--- src/rtl/adc_scan_sequencer.sv ---
// Round-robin scan controller for the SPI ADC capture engine.
// Averages 2**AVG_LOG2 conversions per channel into a result bank.
module adc_scan_sequencer #(
   parameter int AVG_LOG2       = 2,
   parameter int SETTLE_CYCLES  = 30,
   parameter int TIMEOUT_CYCLES = 4096
) (
   input  logic        clk,
   input  logic        rst,
   input  logic        en,
   input  logic [7:0]  chan_mask,
   input  logic        err_clr,
   input  logic        adc_ready,
   input  logic [11:0] adc_data,
   output logic        adc_start,
   output logic [2:0]  adc_addr,
   output logic        sample_valid,
   output logic [2:0]  sample_chan,
   output logic [11:0] sample_data,
   output logic        scan_done,
   input  logic [2:0]  rd_chan,
   output logic [11:0] rd_data,
   output logic        timeout_err
);

   localparam int AW = 12 + AVG_LOG2;
   localparam int CW = AVG_LOG2 + 1;
   localparam int WW = $clog2(TIMEOUT_CYCLES);
   localparam int SW = (SETTLE_CYCLES > 1) ? $clog2(SETTLE_CYCLES) : 1;
   localparam logic [CW-1:0] CNT_LAST = CW'((1 << AVG_LOG2) - 1);
   localparam logic [CW-1:0] CNT_FULL = CW'(1 << AVG_LOG2);
   localparam logic [WW-1:0] WAIT_LAST = WW'(TIMEOUT_CYCLES - 1);
   localparam logic [SW-1:0] SETTLE_LAST = SW'(SETTLE_CYCLES - 1);

   typedef enum logic [2:0] {
      IDLE,
      PICK,
      START,
      WAIT,
      SETTLE
   } state_t;

   state_t state, state_nxt;

   logic [2:0]    cur_chan;
   logic [2:0]    pick_chan;
   logic [7:0]    scan_mask;
   logic [AW-1:0] acc;
   logic [AW-1:0] acc_sum;
   logic [11:0]   avg;
   logic [CW-1:0] conv_cnt;
   logic [WW-1:0] wait_cnt;
   logic [SW-1:0] settle_cnt;
   logic [11:0]   bank [8];
   logic          pick_ok;
   logic          conv_ok;
   logic          timeout;
   logic          visit_done;
   logic          last_chan;
   logic          settle_end;

   // Lowest iteration wins, so the search starts just after cur_chan.
   // i=8 wraps back onto cur_chan for a single-bit mask.
   always_comb begin
      pick_chan = cur_chan;
      for (int i = 8; i >= 1; i--) begin
         if (chan_mask[cur_chan + 3'(i)]) begin
            pick_chan = cur_chan + 3'(i);
         end
      end
   end

   assign pick_ok    = en && (chan_mask != 8'd0);
   assign conv_ok    = (state == WAIT) && adc_ready;
   assign timeout    = (state == WAIT) && !adc_ready && (wait_cnt == WAIT_LAST);
   assign visit_done = (conv_cnt == CNT_LAST);
   assign acc_sum    = acc + AW'(adc_data);
   assign avg        = acc_sum[AVG_LOG2 +: 12];
   assign last_chan  = (scan_mask >> cur_chan) <= 8'd1;
   assign settle_end = (settle_cnt == SETTLE_LAST);

   always_ff @(posedge clk) begin
      if (rst) begin
         state <= IDLE;
      end else begin
         state <= state_nxt;
      end
   end

   always_comb begin
      state_nxt = state;
      adc_start = 1'b0;
      unique case (state)
         IDLE: begin
            if (pick_ok) state_nxt = PICK;
         end
         PICK: begin
            state_nxt = pick_ok ? START : IDLE;
         end
         START: begin
            adc_start = 1'b1;
            state_nxt = WAIT;
         end
         WAIT: begin
            if (conv_ok) state_nxt = SETTLE;
            else if (timeout) state_nxt = PICK;
         end
         SETTLE: begin
            if (settle_end) begin
               state_nxt = (conv_cnt == CNT_FULL) ? PICK : START;
            end
         end
         default: state_nxt = IDLE;
      endcase
   end

   always_ff @(posedge clk) begin
      if (rst) begin
         cur_chan     <= 3'd7;
         adc_addr     <= 3'd0;
         scan_mask    <= 8'd0;
         acc          <= '0;
         conv_cnt     <= '0;
         wait_cnt     <= '0;
         settle_cnt   <= '0;
         sample_valid <= 1'b0;
         sample_chan  <= 3'd0;
         sample_data  <= 12'd0;
         scan_done    <= 1'b0;
         timeout_err  <= 1'b0;
         rd_data      <= 12'd0;
         for (int i = 0; i < 8; i++) bank[i] <= 12'd0;
      end else begin
         sample_valid <= 1'b0;
         scan_done    <= 1'b0;
         rd_data      <= bank[rd_chan];
         if (timeout) timeout_err <= 1'b1;
         else if (err_clr) timeout_err <= 1'b0;
         if (state == PICK && pick_ok) begin
            cur_chan  <= pick_chan;
            adc_addr  <= pick_chan;
            scan_mask <= chan_mask;
            acc       <= '0;
            conv_cnt  <= '0;
         end
         if (state == START) wait_cnt <= '0;
         if (state == WAIT) wait_cnt <= wait_cnt + WW'(1);
         if (conv_ok) begin
            acc        <= acc_sum;
            conv_cnt   <= conv_cnt + CW'(1);
            settle_cnt <= '0;
            // Result lands during the first SETTLE cycle of the last conversion.
            if (visit_done) begin
               bank[cur_chan] <= avg;
               sample_valid   <= 1'b1;
               sample_chan    <= cur_chan;
               sample_data    <= avg;
               scan_done      <= last_chan;
            end
         end
         if (state == SETTLE) settle_cnt <= settle_cnt + SW'(1);
      end
   end

endmodule

--- config.mk ---
export PLATFORM = sky130hd
export DESIGN_NAME = adc_scan_sequencer
export DESIGN_NICKNAME = d
export VERILOG_FILES = /design/src/rtl/adc_scan_sequencer.sv
export SDC_FILE = /design/constraint.sdc
export NUM_CORES = 1
export LEC_CHECK = 0
export ABC_AREA = 1
export CAP_MARGIN = 20
export CORE_MARGIN = 2
export CORE_UTILIZATION = 55
export DETAILED_ROUTE_END_ITERATION = 8
export PLACE_DENSITY_LB_ADDON = 0.12
export SLEW_MARGIN = 25
export SYNTH_ARGS = -nofsm -noshare
export SYNTH_HDL_FRONTEND = slang
export SYNTH_SLANG_ARGS = --single-unit
--- constraint.sdc ---
create_clock -name clk -period 5.7 [get_ports clk]
set_clock_uncertainty 0.2 [all_clocks]
set_input_delay 0.855 -clock clk [delete_from_list [all_inputs] [get_ports clk]]
set_output_delay 0.855 -clock clk [all_outputs]
set_load 0.05 [all_outputs]
==> results.yml <==
synthesis:
  ys_top_cells_by_area: "edfxtp_1 (34%), dfxtp_1 (19%), nor2_1 (8.5%), nand2_1 (6.4%), o21ai_0 (5.6%)"
  ys_seq_area_share_pct: 53.0
  synth_cell_types: 49
  synth_enable_flop_cells: 96
  synth-seq-cells: 176
  synth_top_area_share_pct: 34.0
  ys_top_cells_by_count: "nor2_1 (191), nand2_1 (144), edfxtp_1 (96), o21ai_0 (94), dfxtp_1 (80)"
  synthFlopType: "edfxtp_1"
  synth_top_area_cell: "edfxtp_1"
  yosys_warnings: 0
  syn_area_sq_um: 8470
  yosys.cell_count.top_type: "nor2_1"
  ys_async_sr_fraction_pct: 0
  synthCells: 975
  syn_nets: 1028
  syn_area_per_cell_sq_um: 8.69
clocking:
  cts.sinks: 176
  post_cts_buffers: 0
  cts_buffers: 17
  hold_buffers: 0
  htree_levels: 4
  insertion_delay_ns: 0.43
  cts_resized: 0
  root_buffer: "clkbuf_16"
  clk_path_buf_depth: 2
  cts_tree: "yes"
  path_clk_slew_ns: 0.06
route:
  ant_nets: 0
  drtIter0Drc: 633
  wl_met3_um: 899
  first_pass_iters: 6
  m1WireLength_um: 9200
  drt-total-wl_um: 20300
  vias: 6760
  viasPerCell: 5.56
  maxUsedRoutingLayer: "met4"
  wl_per_cell_um: 16.7
  wl_met2_um: 9800
  drc: 0
timing:
  rsz0062_at_grt: "no"
  finalHoldViolations: 0
  fin_crit_sh_pct: 61.3
  worst_slew_pin_slew_ns: 1.04
  final_max_slew_viol_count: 0
  setup_viol: 0
  setup_tns_ns: 0
  fmax_ghz: 0.286
  whs_ns: 0.249
  slew_headroom_pct: 30.5
  setup_ws_ns: 2.21
  fin_crit_ns: 3.49
floorplanning:
  ios: 62
  initial_core_util_pct: 55.9
  die_height_um: 128
  rows: 45
  chipWidth_um: 128
  die_area_sq_um: 16400
  coreArea_sq_um: 15100
layout:
  seq_area_sq_um: 4480
  antenna_cells: 0
  instances_no_fill: 1216
  multiInputGateArea_sq_um: 3450
  area_growth_pct: 15.0
  fin_nets: 1068
  fillers: 1272
  drive_gt1_share_pct: 5.93
critical_path:
  crit_chain: "inv_1 -> ha_1 -> inv_1 -> nand3_1 -> nand3_1 -> nand2_1 -> inv_1 -> a21oi_1 -> o21bai_1 -> nand2_1 -> nand2_1 -> nand3_1 -> o211ai_1"
  crit_family: "flip-flops"
  reg2reg_depth: 13
  max_stage_delay_ns: 0.93
  path_buf_inv: 3
  arrival_ns: 3.56
  cp.depth: 13
  critPathCaptureType: "flop"
  worstSetupStartpointType: "flop"
  path_class: "reg2reg"
  cp_slowest_cell: "dfxtp_1"
  crit_fanout: 18
  worst-endpoint-required_ns: 5.77
placed_design:
  place_ws_ns: 1.85
  portBuffers: 61
  routabilityCongestion: 0.916
  dp_cells: 1184
  dp_hpwl_um: 13400
global_route:
  grt_overflow: 0
  grt_start_max_net_pins: 48
  grt_use_total_pct: 25.8
  antenna_found_initial: 0
  grt_pass1_wl_um: 32600
  grt_pass1_vias: 6317
flow_run:
  cap_violations: 0
power:
  p_leak_nw: 3.78
  p_per_area_nw_per_um2: 300
  ir_drop_v: 0.000208
min_path:
  hold-path-cell-count: 2
  worstHoldPathType: "reg2reg"
run_status:
  run_status: "finished, final reports clean"
[report_power, final]
part	switching [mW]	internal (mW)
sequential	0.0214	1.37
combinational	0.227	0.105
clock	0.512	0.681
total	0.759	2.16
[per-stage QoR]
step	util [%]	power (mW)	area, sq um
after detailed placement	60.3	1.75	9130
after floorplan	-	1.64	8470
after global routing	64.3	3.02	9740
after global placement	60.3	1.75	9130
after CTS	64.2	2.93	9730
final	64.3	2.92	9740
[state kept, by name (all words and copies together) (netlist names), 5 cells and up]
name	cells
bank	96
wait_cnt	12
settle_cnt	5
acc	14
rd_data	12
scan_mask	7
sample_data	12
[final cells by class]
cell class | instances | share of cell area (%)
Multi-Input combinational cell | 671 | 35.4
Inverter | 83 | 3.24
Timing Repair Buffer | 66 | 6.66
Clock buffer | 20 | 4.69
Tap cell | 188 | 2.42
Sequential cell | 176 | 46.1
Clock inverter | 12 | 1.49
[worst reg2reg max path, delay by kind of cell (launching register included)]
| kind | cells | cell delay [ns] |
|---|---|---|
| AOI/OAI and AO/OA | 3 | 0.33 |
| adders and majority gates | 1 | 0.56 |
| buffers and inverters | 3 | 0.69 |
| DFF | 1 | 0.93 |
| and+or+nand+nor | 6 | 0.63 |
[metal layers]
metal	global-route usage (%)	up-vias
met5	0	-
met4	8.40	0
met3	4.72	31
met2	42.7	178
met1	34.5	3170
li1	-	3381
[cell usage in the layout, fill, tap and decap left out, types with 24 or more instances in the layout]
| cell type | netlist | routed |
|---|---|---|
| a21oi_1 | 60 | 60 |
| clkdlybuf4s50_1 | 0 | 61 |
| dfxtp_1 | 80 | 80 |
| edfxtp_1 | 96 | 96 |
| ha_1 | 24 | 24 |
| inv_1 | 76 | 76 |
| nand2_1 | 144 | 144 |
| nand3_1 | 55 | 55 |
| nor2_1 | 191 | 191 |
| o21ai_0 | 94 | 94 |
[logic make-up (layout without fill, tap and decap cells)]
| kind of cell | count (synthesis) | after routing | synth area share, % |
|---|---|---|---|
| AND/OR/NAND/NOR | 425 | 425 | 21.8 |
| AO/OA/AOI/OAI | 211 | 211 | 14.0 |
| flip-flops | 176 | 176 | 53.0 |
| buffers and inverters | 128 | 181 | 6.38 |
| adder cells (fa/ha/maj) | 25 | 25 | 3.78 |
| XOR/XNOR | 10 | 10 | 1.12 |
[worst paths after layout]
| path | from | endpoint | slack [ns] |
|---|---|---|---|
| worst min-delay path | scan_mask[1]$_SDFFE_PP0P_ | scan_mask[1]$_SDFFE_PP0P_ | 0.25 |
| worst max register to register | cur_chan[0]$_SDFFE_PP1P_ | cur_chan[0]$_SDFFE_PP1P_ | 2.21 |
| worst min register to register | scan_mask[1]$_SDFFE_PP0P_ | scan_mask[1]$_SDFFE_PP0P_ | 0.25 |
| worst max-delay path | cur_chan[0]$_SDFFE_PP1P_ | cur_chan[0]$_SDFFE_PP1P_ | 2.21 |
Power figures use the tool's default switching activity.
